<file path="src/rtl/uart_beep_pkg.sv">
// Shared definitions for the multi-channel beep sequencer:
// FSM state encodings, a ceil-log2 helper and default timing constants.
package uart_beep_pkg;

   typedef enum logic [1:0] {
      ST_IDLE = 2'd0,
      ST_ON   = 2'd1,
      ST_GAP  = 2'd2,
      ST_HOLD = 2'd3
   } beep_state_e;

   localparam int unsigned DEF_NUM_CH         = 4;
   localparam int unsigned DEF_CNT_W          = 27;
   localparam int unsigned DEF_ON_CYCLES      = 5000000;
   localparam int unsigned DEF_OFF_CYCLES     = 2500000;
   localparam int unsigned DEF_HOLDOFF_CYCLES = 10000000;
   localparam int unsigned DEF_TONE_DIV       = 12500;

   // Smallest r with 2**r >= value (0 for value <= 1).
   function automatic int unsigned clog2(input int unsigned value);
      int unsigned r;
      r = 0;
      if (value > 1) begin
         for (int unsigned v = value - 1; v > 0; v = v >> 1) begin
            r = r + 1;
         end
      end
      return r;
   endfunction

endpackage

</file>
<file path="src/rtl/uart_edge_det.sv">
// One event channel: 3-flop synchroniser for an asynchronous level and a
// single-cycle rise strobe taken from the two settled stages.
module uart_edge_det (
   input  logic sys_clk,
   input  logic sys_rst,
   input  logic evt_in,
   output logic rise
);

   logic s0;
   logic s1;
   logic s2;

   // Synchroniser chain, cleared by reset.
   always_ff @(posedge sys_clk) begin
      if (sys_rst) begin
         s0 <= 1'b0;
         s1 <= 1'b0;
         s2 <= 1'b0;
      end else begin
         s0 <= evt_in;
         s1 <= s0;
         s2 <= s1;
      end
   end

   assign rise = s1 & ~s2;

endmodule

</file>
<file path="src/rtl/uart_beep_seq.sv">
// Multi-channel audible event indicator. Each channel's rising edge queues a
// one-deep request; requests are served lowest index first and channel i
// sounds as i+1 bursts, followed by an optional holdoff.
// Optional feature: define UART_BEEP_TONE_EN to drive beep_out with a square
// wave (passive buzzer) instead of the plain burst gate.
module uart_beep_seq
   import uart_beep_pkg::*;
#(
   parameter int unsigned NUM_CH         = DEF_NUM_CH,
   parameter int unsigned CNT_W          = DEF_CNT_W,
   parameter int unsigned ON_CYCLES      = DEF_ON_CYCLES,
   parameter int unsigned OFF_CYCLES     = DEF_OFF_CYCLES,
   parameter int unsigned HOLDOFF_CYCLES = DEF_HOLDOFF_CYCLES,
   parameter int unsigned TONE_DIV       = DEF_TONE_DIV
) (
   input  logic              sys_clk,
   input  logic              sys_rst,
   input  logic [NUM_CH-1:0] evt_in,
   output logic              beep_en,
   output logic              beep_out,
   output logic              busy,
   output logic [2:0]        active_ch,
   output logic [NUM_CH-1:0] pend
);

   localparam int unsigned BW = clog2(NUM_CH + 1);
   localparam longint unsigned CNT_LIM = 64'd1 << CNT_W;
   localparam logic [CNT_W-1:0] ON_LAST   = CNT_W'(ON_CYCLES - 1);
   localparam logic [CNT_W-1:0] OFF_LAST  = CNT_W'(OFF_CYCLES - 1);
   localparam logic [CNT_W-1:0] HOLD_LAST =
      CNT_W'((HOLDOFF_CYCLES == 0) ? 0 : HOLDOFF_CYCLES - 1);

   if (NUM_CH < 1 || NUM_CH > 8) begin : g_chk_ch
      $error("uart_beep_seq: NUM_CH must be 1..8");
   end
   if (ON_CYCLES < 1 || OFF_CYCLES < 1 || TONE_DIV < 1) begin : g_chk_min
      $error("uart_beep_seq: ON_CYCLES, OFF_CYCLES and TONE_DIV must be >= 1");
   end
   if (64'(ON_CYCLES) >= CNT_LIM || 64'(OFF_CYCLES) >= CNT_LIM ||
       64'(HOLDOFF_CYCLES) >= CNT_LIM || 64'(TONE_DIV) >= CNT_LIM) begin : g_chk_w
      $error("uart_beep_seq: timing parameters must fit in CNT_W bits");
   end

   logic [NUM_CH-1:0] rise;
   logic [NUM_CH-1:0] pend_n;
   logic [NUM_CH-1:0] grant_mask;
   logic [2:0]        grant_idx;
   logic              any_pend;
   logic              grant;

   beep_state_e       state;
   beep_state_e       state_n;
   logic [CNT_W-1:0]  cnt;
   logic [CNT_W-1:0]  cnt_n;
   logic [BW-1:0]     beeps_left;
   logic [BW-1:0]     beeps_n;
   logic [2:0]        ach_n;

   for (genvar g = 0; g < NUM_CH; g++) begin : g_det
      uart_edge_det u_det (
         .sys_clk (sys_clk),
         .sys_rst (sys_rst),
         .evt_in  (evt_in[g]),
         .rise    (rise[g])
      );
   end

   // Fixed-priority pick of the lowest pending channel.
   always_comb begin
      grant_mask = '0;
      grant_idx  = '0;
      any_pend   = 1'b0;
      for (int unsigned i = 0; i < NUM_CH; i++) begin
         if (pend[i] && !any_pend) begin
            any_pend      = 1'b1;
            grant_mask[i] = 1'b1;
            grant_idx     = 3'(i);
         end
      end
   end

   // Next-state, counter, burst count and request-queue logic.
   always_comb begin
      state_n = state;
      cnt_n   = cnt;
      beeps_n = beeps_left;
      ach_n   = active_ch;
      grant   = 1'b0;
      unique case (state)
         ST_IDLE: begin
            if (any_pend) begin
               grant   = 1'b1;
               ach_n   = grant_idx;
               beeps_n = BW'(grant_idx) + BW'(1);
               cnt_n   = '0;
               state_n = ST_ON;
            end
         end
         ST_ON: begin
            if (cnt == ON_LAST) begin
               cnt_n = '0;
               if (beeps_left > BW'(1)) begin
                  beeps_n = beeps_left - BW'(1);
                  state_n = ST_GAP;
               end else if (HOLDOFF_CYCLES == 0) begin
                  ach_n   = '0;
                  state_n = ST_IDLE;
               end else begin
                  state_n = ST_HOLD;
               end
            end else begin
               cnt_n = cnt + CNT_W'(1);
            end
         end
         ST_GAP: begin
            if (cnt == OFF_LAST) begin
               cnt_n   = '0;
               state_n = ST_ON;
            end else begin
               cnt_n = cnt + CNT_W'(1);
            end
         end
         ST_HOLD: begin
            if (cnt == HOLD_LAST) begin
               cnt_n   = '0;
               ach_n   = '0;
               state_n = ST_IDLE;
            end else begin
               cnt_n = cnt + CNT_W'(1);
            end
         end
         default: state_n = ST_IDLE;
      endcase
      // A rise on the same edge as the grant wins, so that channel replays.
      pend_n = (grant ? (pend & ~grant_mask) : pend) | rise;
   end

   // FSM state register.
   always_ff @(posedge sys_clk) begin
      if (sys_rst) begin
         state <= ST_IDLE;
      end else begin
         state <= state_n;
      end
   end

   // Datapath registers; beep_en/busy are decoded from the next state so they
   // line up with the state register rather than lagging it by a cycle.
   always_ff @(posedge sys_clk) begin
      if (sys_rst) begin
         cnt        <= '0;
         beeps_left <= '0;
         active_ch  <= '0;
         pend       <= '0;
         beep_en    <= 1'b0;
         busy       <= 1'b0;
      end else begin
         cnt        <= cnt_n;
         beeps_left <= beeps_n;
         active_ch  <= ach_n;
         pend       <= pend_n;
         beep_en    <= (state_n == ST_ON);
         busy       <= (state_n != ST_IDLE);
      end
   end

`ifdef UART_BEEP_TONE_EN
   localparam logic [CNT_W-1:0] TONE_LAST = CNT_W'(TONE_DIV - 1);

   logic [CNT_W-1:0] tone_cnt;
   logic             tone_q;

   // Tone divider: restarts at 0 on each burst entry, held at 0 outside ON.
   always_ff @(posedge sys_clk) begin
      if (sys_rst || state_n != ST_ON || state != ST_ON) begin
         tone_cnt <= '0;
         tone_q   <= 1'b0;
      end else if (tone_cnt == TONE_LAST) begin
         tone_cnt <= '0;
         tone_q   <= ~tone_q;
      end else begin
         tone_cnt <= tone_cnt + CNT_W'(1);
      end
   end

   assign beep_out = tone_q;
`else
   assign beep_out = beep_en;
`endif

endmodule

</file>
<file path="config.mk">
export PLATFORM = sky130hd
export DESIGN_NAME = uart_beep_seq
export DESIGN_NICKNAME = d
export VERILOG_FILES = /design/src/rtl/uart_beep_pkg.sv /design/src/rtl/uart_edge_det.sv /design/src/rtl/uart_beep_seq.sv
export SDC_FILE = /design/constraint.sdc
export NUM_CORES = 1
export LEC_CHECK = 0
export ABC_AREA = 1
export CAP_MARGIN = 20
export CORE_AREA = 3 3 82 77
export DETAILED_ROUTE_END_ITERATION = 8
export DIE_AREA = 0 0 85 80
export PLACE_DENSITY = 0.77
export SLEW_MARGIN = 20
export SYNTH_ARGS = -nofsm -noshare
export SYNTH_HDL_FRONTEND = slang
export SYNTH_SLANG_ARGS = --single-unit
</file>
<file path="constraint.sdc">
create_clock -name sys_clk -period 2.3 [get_ports sys_clk]
set_clock_uncertainty 0.05 [all_clocks]
set_input_delay 0.46 -clock sys_clk [delete_from_list [all_inputs] [get_ports sys_clk]]
set_output_delay 0.46 -clock sys_clk [all_outputs]
set_load 0.01 [all_outputs]
</file>
## Word level (Yosys, flattened, before mapping)

Cells that the tools add are included.

- Logic and storage cells: 88
- Output and inout port bits: 10
- Register bits: 53
- Memory bits (read-only): 0
- Bits in latches: 0
- Memories kept: 0
- Input port bits: 6
- RAM bits: 0

- Shift-type cells: 0
- Order comparisons: 1
- Add/subtract/negate cells: 3
- Div/mod/pow operators: 0
- Multiply operators: 0
- Equality and inequality tests: 11
- Muxes and demuxes: 31
- Reduce and logical (&&, ||, !) cells: 12
- Bitwise operators: 11

Operator list:

| cell | number |
|---|---|
| $mux W27 | 4 |
| $pmux W27 S4 | 1 |
| $add A27 B1 Y27 const B | 1 |
| $eq A27 B22 Y1 const B | 1 |
| $eq A27 B23 Y1 const B | 1 |
| $eq A27 B24 Y1 const B | 1 |
| $mux W3 | 7 |
| $pmux W3 S2 | 2 |
| $mux W1 | 11 |
| $mux W2 | 4 |
| $ne A2 B2 Y1 const B | 4 |
| $pmux W2 S4 | 1 |
| $reduce_bool A2 Y1 | 3 |
| $and A1 B1 Y1 | 4 |
| $and A4 B4 Y4 | 1 |
| $eq A2 B1 Y1 const B | 2 |
| $eq A2 B2 Y1 const B | 2 |
| $mux W4 | 1 |
| $not A1 Y1 | 4 |
| $not A4 Y4 | 1 |
| $or A4 B4 Y4 | 1 |
| $reduce_and A4 Y1 | 1 |
| $add A3 B1 Y3 const B | 1 |
| $gt A3 B1 Y1 const B | 1 |
| 5 further kinds | 9 |

## Depth between registers and ports, before layout

Gate-level depths: netlist (run 1).

- Word-level depth: 14
- Depth in mapped cells: 12
- Gate-level depth less buffers: 11

## Cells and area by module

From an unflattened synthesis (run 1), not the netlist that was laid out.

- Cells, all modules: 540
- Area total of the unflattened synthesis: 3143.0 µm²

Modules (own cells, without submodules):

| module | area an instance (µm²) | cells each | times used |
|---|---|---|---|
| uart_beep_seq | 2797.7 | 500 | 1 |
| uart_edge_det | 86.3 | 10 | 4 |

## Worst setup path before layout (run 1)

Ideal clock, no wire load.

- Path type: register to register
- Start point: register cnt[0]
- End point: register cnt[15]
- Setup time: 0.140 ns
- Stages on the path, launching flop included: 12
- Buffers on the path: 1
- Clock period less this slack: 1.766 ns
- Arrival time: 1.576 ns
- Slack: 0.534 ns
- Cells stage by stage: dfxtp_1 > ha_1 > inv_1 > nor2_8 > nand2_2 > nor2_4 > nand2_4 > nand2_4 > nand3_4 > buf_6 > nand2_2 > a21oi_2

- Word-level cells in the longest chain between the ends: 3
- Elaborated cells between the ends (all ways): 8

RTL lines:

| what | line | source |
|---|---|---|
| from (decl) | uart_beep_seq.sv:53 | `logic [CNT_W-1:0] cnt;` |
| from (signal assigned) | uart_beep_seq.sv:158 | `cnt <= cnt_n;` |
| $add A27 B1 Y27, or another cell as far along | uart_beep_seq.sv:112, uart_beep_seq.sv:120, uart_beep_seq.sv:129 |  |
| $mux W27 (on tied branches) | uart_beep_seq.sv:124, uart_beep_seq.sv:100, uart_beep_seq.sv:116 |  |
| $pmux W27 S4 * | uart_beep_seq.sv:89 | `unique case (state)` |

Every way passes the cells marked *; elsewhere a longest branch is shown, timed or not.
A chain may end at the register's enable or synchronous reset.

## Final worst setup path (run 1)

- Start point: register cnt[0]
- End point: register cnt[1]

The elaborated chain is that of the path after synthesis.

==> results of run 1 <==
==> critical path, cell delays in order (launching register included) <==
cell and delay, ns:
dfxtp_1 0.43, ha_1 0.25, inv_1 0.12, nor2_8 0.19, nand2_2 0.09, nor2_4 0.13
nand2_4 0.08, nand2_4 0.10, nand3_4 0.29, nand2_1 0.15, a21oi_1 0.07
==> sequential cells by signal, indices dropped and copies added, names as in the netlist <==
signal	count
active_ch	2
beep_en	1
beeps_left	3
busy	1
cnt	27
g_det.u_det.s0	4
g_det.u_det.s1	4
g_det.u_det.s2	4
pend	4
state	2
==> cell type report <==
type | count | area, µm²
well taps | 70 | 87.6
clock inverters | 3 | 27.5
clock buffers | 5 | 68.8
repair buffers | 16 | 155
flip-flops and latches | 52 | 1040
multi-input cells | 385 | 1810
inverters | 75 | 282
fillers | 561 | 2090
==> worst paths after layout <==
path	from	endpoint	slack (ns)
worst max-delay path	cnt[0]	cnt[1]	0.22
worst min-delay path	g_det[0].u_det.s0	g_det[0].u_det.s1	0.36
worst max register to register	cnt[0]	cnt[1]	0.22
worst min register to register	g_det[0].u_det.s0	g_det[0].u_det.s1	0.36
==> cell families (layout without fill, tap and decap cells) <==
kind of cell	after synthesis	in the layout
DFF	52	52
AOI/OAI and AO/OA	56	56
and+or+nand+nor	319	319
other	1	1
buffers and inverters	91	99
adders and majority gates	3	3
xor gates and xnor gates	6	6
==> routing by layer <==
| layer | track usage | wire, µm | up-vias |
|---|---|---|---|
| met5 | 0 | 0 | - |
| met3 | 0.0547 | 558 | 13 |
| met1 | 0.366 | 4080 | 1423 |
| met2 | 0.410 | 3700 | 105 |
| li1 | - | - | 1639 |
| met4 | 0.0759 | 126 | 0 |
==> power groups by stage <==
stage	clock network [mW]	registers [mW]	logic, mW
final	0.582	0.952	0.243
after global routing	0.615	0.957	0.275
after CTS	0.592	0.952	0.243
after detailed placement	0	0.973	0.242
after global placement	0	0.971	0.236
after floorplan	0	0.970	0.180
==> layout by cell type (no fill, tap or decap), types with 2 or more instances in the layout <==
cell type	Yosys	routed
nor3_1	4	4
a21oi_2	9	9
a21oi_1	19	19
nor2_2	4	4
nand3b_1	2	2
nand4_1	8	8
dfxtp_1	52	52
clkbuf_8	0	5
nand2_1	165	165
nand3_1	32	32
nand2_4	2	2
inv_2	5	5
nand2_2	14	14
ha_1	3	3
o31ai_1	2	2
xor2_1	5	5
inv_1	69	69
clkdlybuf4s50_1	0	14
buf_4	5	2
nor2_1	83	83
o211ai_1	3	3
o21ai_0	19	19
o22ai_1	3	3
nor2_4	2	2
==> summary.txt, run 1 <==
Worst setup path
  – Arrival @ worst endpoint: 2.23 ns
  – Depth of the most critical reg-to-reg path: 10
  – Critical Path Sink Type: flip-flop
  – CP startpoint kind: flip-flop
  – Required time worst endpoint: 2.45 ns
  – Setup CP Type: reg2reg
  – CP max FO: 18

Floorplanning
  – Die ar.: 6800 µm²
  – Io pins: 16
  – Core Rows: 26
  – Die Y-Extent: 80 µm
  – CORE AREA: 5560 µm²
  – Die W: 85 µm
  – Starting Density: 0.581

Layout
  – Layout cells sized above 1: 0.0914
  – Area Overhead vs Synth: 7.44%
  – Finished Cell Area: 3470 µm²
  – Layout Nets: 544
  – Cell Count, Final, Fillers Out: 606
  – End-of-flow core utilization: 0.624
  – Diodes inserted: 0

STA
  – Hold Vio Cnt, Final: 0
  – Fmax achieved: 0.482 GHz
  – Sum Neg Setup Slack: 0 ns
  – Setup violations, final: 0
  – RSZ-0062 raised after global routing: false
  – Slew HR: 0.655
  – Worst-Margin Slew: 0.518 ns
  – Fin crit share: 0.903
  – Hold slack: 0.363 ns
  – Final WS setup: 0.224 ns
  – Max Slew Vio Count: 0
  – Fin crit period: 2.08 ns

Pwr
  – Psw: 0.537 mW
  – Leak: 1.51 nW
  – Clock power share: 0.328
  – Sw frac: 0.302
  – Total power: 1.78 mW
  – Pwr/cell area: 512 nW/µm²
  – Sequential share of power: 0.536
  – Combinational share of power: 0.137
  – VDD IR max: 0.351 mV
  – Internal Power: 1.24 mW

Hold path
  – Min-Delay Path Class: reg2reg
  – Cell depth of the worst hold path: 2

Place
  – Place WS: 0.271 ns
  – Routability Congestion: 1.00
  – Placed cell count: 598
  – Post-DP HPWL: 6420 µm
  – IO Port Bufs: 14
  – Placed Area: 3370 µm²

Logic synthesis
  – Largest family of logic cells by synthesized area: simple AND/OR/NAND/NOR gates
  – Area leader, netlist: dfxtp_1
  – Synth Area per Inst: 6.12 µm²
  – Mux contribution to synthesized area: 0
  – Top post-synthesis cells by count: 165 x nand2_1, 83 x nor2_1, 69 x inv_1, 52 x dfxtp_1, 32 x nand3_1
  – Post-synth EDFFs: 0
  – Main area contributors after synthesis: dfxtp_1 32%, nand2_1 19%, nor2_1 9.6%, inv_1 8.0%, nand3_1 5.0%
  – Yosys top cell area share: 0.322
  – Adder-cell share of the synthesized area: 0.0116
  – Syn. warnings: 0
  – Syn Std Cell Area: 3230 µm²
  – Syn Inst Count: 528
  – Primary FF master, synth: dfxtp_1
  – Synth cell types: 34
  – Asr flop ratio synth: 0
  – Seq/Total Area, Yosys: 0.322
  – Post-Synth XOR/XNOR Area: 0.0163
  – Most frequent cell after synthesis: nand2_1
  – Synth Net Count: 537
  – Simple-gate share of the synthesized area: 0.428
  – Count of state elements after synthesis: 52
  – Synth Area in Compound Gates: 0.103

Global route
  – Number of global-route vias before repair: 2874
  – Initial antenna violation count: 0
  – Global-route wire length before repair: 14000 µm
  – Total Routing Usage GR: 0.263
  – Total gr overflow: 0
  – Largest net degree at the start of global routing: 37

Detailed routing
  – DRC: 0
  – Via-per-instance ratio: 5.25
  – Post-DR wirelength/cell: 14.0 µm
  – Pre-Repair DR Iteration Count: 5
  – Routed wire length: 8460 µm
  – Post-route ant nets: 0
  – Via count: 3180
  – 1st-iter DRT viols: 274

Run
  – Max-Cap Viols: 0

Clocking
  – Htree depth: 2
  – Clk pin slew, worst setup/hold paths: 0.10 ns
  – Setup Buffers After CTS: 0
  – CTS tree: done
  – # hold bufs at CTS: 0
  – PostCTS Resize Cnt: 0
  – Cts bufs inserted: 5
  – Bufs on Longest Clock Path: 2
  – CTS root buf: clkbuf_8
  – Clk_lat worst skew: 0.33 ns
  – CTS Sinks: 52

Status
  – Outcome: finished clean
No activity file was read; power rests on OpenSTA's default activity.
==> run 2: changes to the inputs <==
--- a/config.mk
+++ b/config.mk
@@ -7,11 +7,13 @@
 export LEC_CHECK = 0
 export ABC_AREA = 1
 export CAP_MARGIN = 20
-export CORE_AREA = 3 3 82 77
+export CORE_AREA = 3 3 81 76
+export CTS_CLUSTER_DIAMETER = 50
 export DETAILED_ROUTE_END_ITERATION = 8
-export DIE_AREA = 0 0 85 80
+export DIE_AREA = 0 0 84 79
 export PLACE_DENSITY = 0.77
 export SLEW_MARGIN = 20
 export SYNTH_ARGS = -nofsm -noshare
 export SYNTH_HDL_FRONTEND = slang
+export SYNTH_HIERARCHICAL = 1
 export SYNTH_SLANG_ARGS = --single-unit
==> summary.txt, run 2 <==
Status
  – Outcome: finished clean

STA
  – Worst-Margin Slew: 0.560 ns (+0.0423 ns)
  – Fmax achieved: 0.491 GHz (+2.0%)
  – RSZ-0062 raised after global routing: false
  – Fin crit share: 0.885 (-0.0176)
  – Slew HR: 0.625 (-0.0292)
  – Hold Vio Cnt, Final: 0 (unchanged)
  – Sum Neg Setup Slack: 0 ns (unchanged)
  – Setup violations, final: 0 (unchanged)
  – Max Slew Vio Count: 0 (unchanged)
  – Fin crit period: 2.04 ns (-0.0405 ns)
  – Final WS setup: 0.264 ns (+0.0405 ns)

Worst setup path
  – CP startpoint kind: flip-flop
  – Arrival @ worst endpoint: 2.20 ns (-0.03 ns)
  – Required time worst endpoint: 2.47 ns (+0.02 ns)
  – Setup CP Type: reg2reg
  – Worst reg-to-reg setup slack: 0.26 ns (+0.04 ns)
  – Worst r2r src: cnt[0]
  – Reg2reg end: cnt[24]
  – CP max FO: 6 (-12)
  – Depth of the most critical reg-to-reg path: 10 (unchanged)
  – Critical Path Sink Type: flip-flop

Logic synthesis
  – Syn Std Cell Area: 3140 µm² (-2.7%)
  – Primary FF master, synth: dfxtp_1
  – Top post-synthesis cells by count: 183 x nand2_1, 102 x nor2_1, 77 x inv_1, 52 x dfxtp_1
  – Asr flop ratio synth: 0 (unchanged)
  – Count of state elements after synthesis: 52 (unchanged)
  – Post-synth EDFFs: 0 (unchanged)
  – Synth Net Count: 549 (+2.2%)
  – Most frequent cell after synthesis: nand2_1
  – Seq/Total Area, Yosys: 0.331 (+0.00885)
  – Yosys top cell area share: 0.331 (+0.00885)
  – Area leader, netlist: dfxtp_1
  – Syn Inst Count: 540 (+2.3%)
  – Syn. warnings: 6 (+6)
  – Synth Area per Inst: 5.82 µm² (-4.8%)
  – Main area contributors after synthesis: dfxtp_1 33%, nand2_1 22%, nor2_1 12%, inv_1 9.2%, a21oi_1 4.6%
  – Synth cell types: 28 (-18%)

Hold path
  – Hold_sp: g_det[3].u_det/s0
  – Min-Delay Path Class: reg2reg
  – Hold Path End: g_det[3].u_det/s1
  – Cell depth of the worst hold path: 2 (unchanged)

Detailed routing
  – Post-route ant nets: 0 (unchanged)
  – Via-per-instance ratio: 5.18 (-1.2%)
  – 1st-iter DRT viols: 364 (+33%)
  – Routed wire length: 8100 µm (-4.2%)
  – Pre-Repair DR Iteration Count: 6 (+1)
  – Via count: 3218 (+1.2%)
  – Post-DR wirelength/cell: 13.0 µm (-6.6%)
  – DRC: 0 (unchanged)

Floorplanning
  – Die Y-Extent: 79 µm (-1.3%)
  – Die W: 84 µm (-1.2%)
  – Core Rows: 25 (-3.8%)
  – Die ar.: 6640 µm² (-2.4%)
  – Io pins: 16 (unchanged)
  – CORE AREA: 5290 µm² (-5.0%)
  – Starting Density: 0.595 (+0.0140)

Clocking
  – CTS Sinks: 52 (unchanged)
  – Bufs on Longest Clock Path: 2 (unchanged)
  – Htree depth: 2 (unchanged)
  – CTS root buf: clkbuf_8
  – # hold bufs at CTS: 0 (unchanged)
  – CTS tree: done
  – Clk_lat worst skew: 0.32 ns (about the same)
  – Setup Buffers After CTS: 0 (unchanged)
  – Cts bufs inserted: 5 (unchanged)
  – PostCTS Resize Cnt: 0 (unchanged)
  – Clk pin slew, worst setup/hold paths: 0.10 ns (about the same)

Layout
  – Layout Nets: 562 (+3.3%)
  – Multi-input gate area: 1740 µm² (-4.0%)
  – Most common cell after layout, fill and taps aside: nand2_1
  – End-of-flow core utilization: 0.648 (+0.0246)
  – Layout cells sized above 1: 0.0397 (-0.0517)
  – Number of flip-flops in the largest register: 27 (unchanged)
  – Commonest cells after routing, fill and taps aside: 183 x nand2_1, 102 x nor2_1, 77 x inv_1
  – Top reg by flops: cnt
  – Sequential cell area: 1040 µm² (unchanged)
  – Fillers: 528 (-5.9%)
  – Diodes inserted: 0 (unchanged)
  – Area Overhead vs Synth: 9.04%

Pwr
  – VDD IR max: 0.518 mV (+48%)
  – Leak: 1.50 nW (-0.68%)
  – Pwr/cell area: 506 nW/µm² (-1.1%)

Place
  – Routability Congestion: 0.978 (-2.5%)
  – IO Port Bufs: 14 (unchanged)
  – Post-DP HPWL: 6270 µm (-2.3%)
  – Place WS: 0.306 ns (+0.0351 ns)

Global route
  – Number of global-route vias before repair: 2961 (+3.0%)
  – Total gr overflow: 0 (unchanged)
  – Initial antenna violation count: 0 (unchanged)
  – GR Util met1: 0.369 (+0.00243)
  – Total Routing Usage GR: 0.262 (-0.000848)
  – Global-route wire length before repair: 14000 µm (-0.44%)
  – Largest net degree at the start of global routing: 33 (-11%)
  – Busiest grt layer: met2
  – M2 GR Usage: 0.413 (+0.00342)
  – Grt met3 use: 0.0477 (-0.00698)

Run
  – Max-Cap Viols: 0 (unchanged)
==> run 2: changes by cell type after synthesis, moves of 5 or more <==
| cell | delta |
|---|---|
| a21oi_1 | +10 |
| a21oi_2 | -9 |
| inv_1 | +8 |
| inv_2 | -5 |
| nor2_1 | +19 |
| nand2_1 | +18 |
| nand2_2 | -10 |
==> run 2: through the flow <==
step	hold slack, ns	cells	cell area, µm²	power (mW)
after global routing	0.375	621	3430	1.83
after global placement	0.339	613	3330	1.19
after detailed placement	0.345	613	3330	1.19
after floorplan	0.338	540	3140	1.11
final	0.359	621	3430	1.74
after CTS	0.360	621	3430	1.76
==> run 2: worst max-delay path by stage <==
stage	startpoint	end	slack, ns	depth (start not counted)
after floorplan	cnt[0]	cnt[15]	0.57	11
after global placement	cnt[0]	cnt[24]	0.37	10
after detailed placement	cnt[0]	cnt[1]	0.31	10
after CTS	cnt[0]	cnt[1]	0.28	10
after global routing	cnt[0]	cnt[24]	0.03	10
final	cnt[0]	cnt[24]	0.26	10
==> run 2: area by class of cell <==
cell class	count	share of cell area
inverter	78	0.0854
timing repair buffer	19	0.0518
clock inverter	3	0.00803
clock buffer	5	0.0201
sequential	52	0.304
multi-input combinational	397	0.506
tap	67	0.0245
==> run 2: worst max-delay path, cell delays in order, from the launching register on <==
cell and delay [ns]:
dfxtp_1 0.43, ha_1 0.26, nand2_1 0.11, inv_1 0.12, nand2_1 0.06, nor2_1 0.31, nand3_1 0.21, nor2_1 0.13
nand3_1 0.10, nand3_1 0.09, a21oi_1 0.06
==> run 2: cell families (layout without fill, tap and decap cells) <==
logic type               count (synthesis)  after routing  share of synthesized area
AND/OR/NAND/NOR                        334            334                      0.431
buffers and inverters                   91            105                      0.117
flip-flops                              52             52                      0.331
AO/OA/AOI/OAI                           50             50                     0.0832
XOR/XNOR                                 9              9                     0.0251
adder cells (fa/ha/maj)                  3              3                     0.0119
other                                    1              1                    0.00119
==> run 2: power breakdown <==
group,total [mW],switching [mW],internal (mW)
combinational,0.222,0.139,0.0832
clock,0.562,0.338,0.224
sequential,0.951,0.0212,0.930
==> run 2: per-layer routing <==
metal / wire [µm] / vias up
li1: - / 1672
met1: 3800 / 1411
met2: 3430 / 121
met3: 741 / 14
met4: 132 / 0
met5: 0 / -
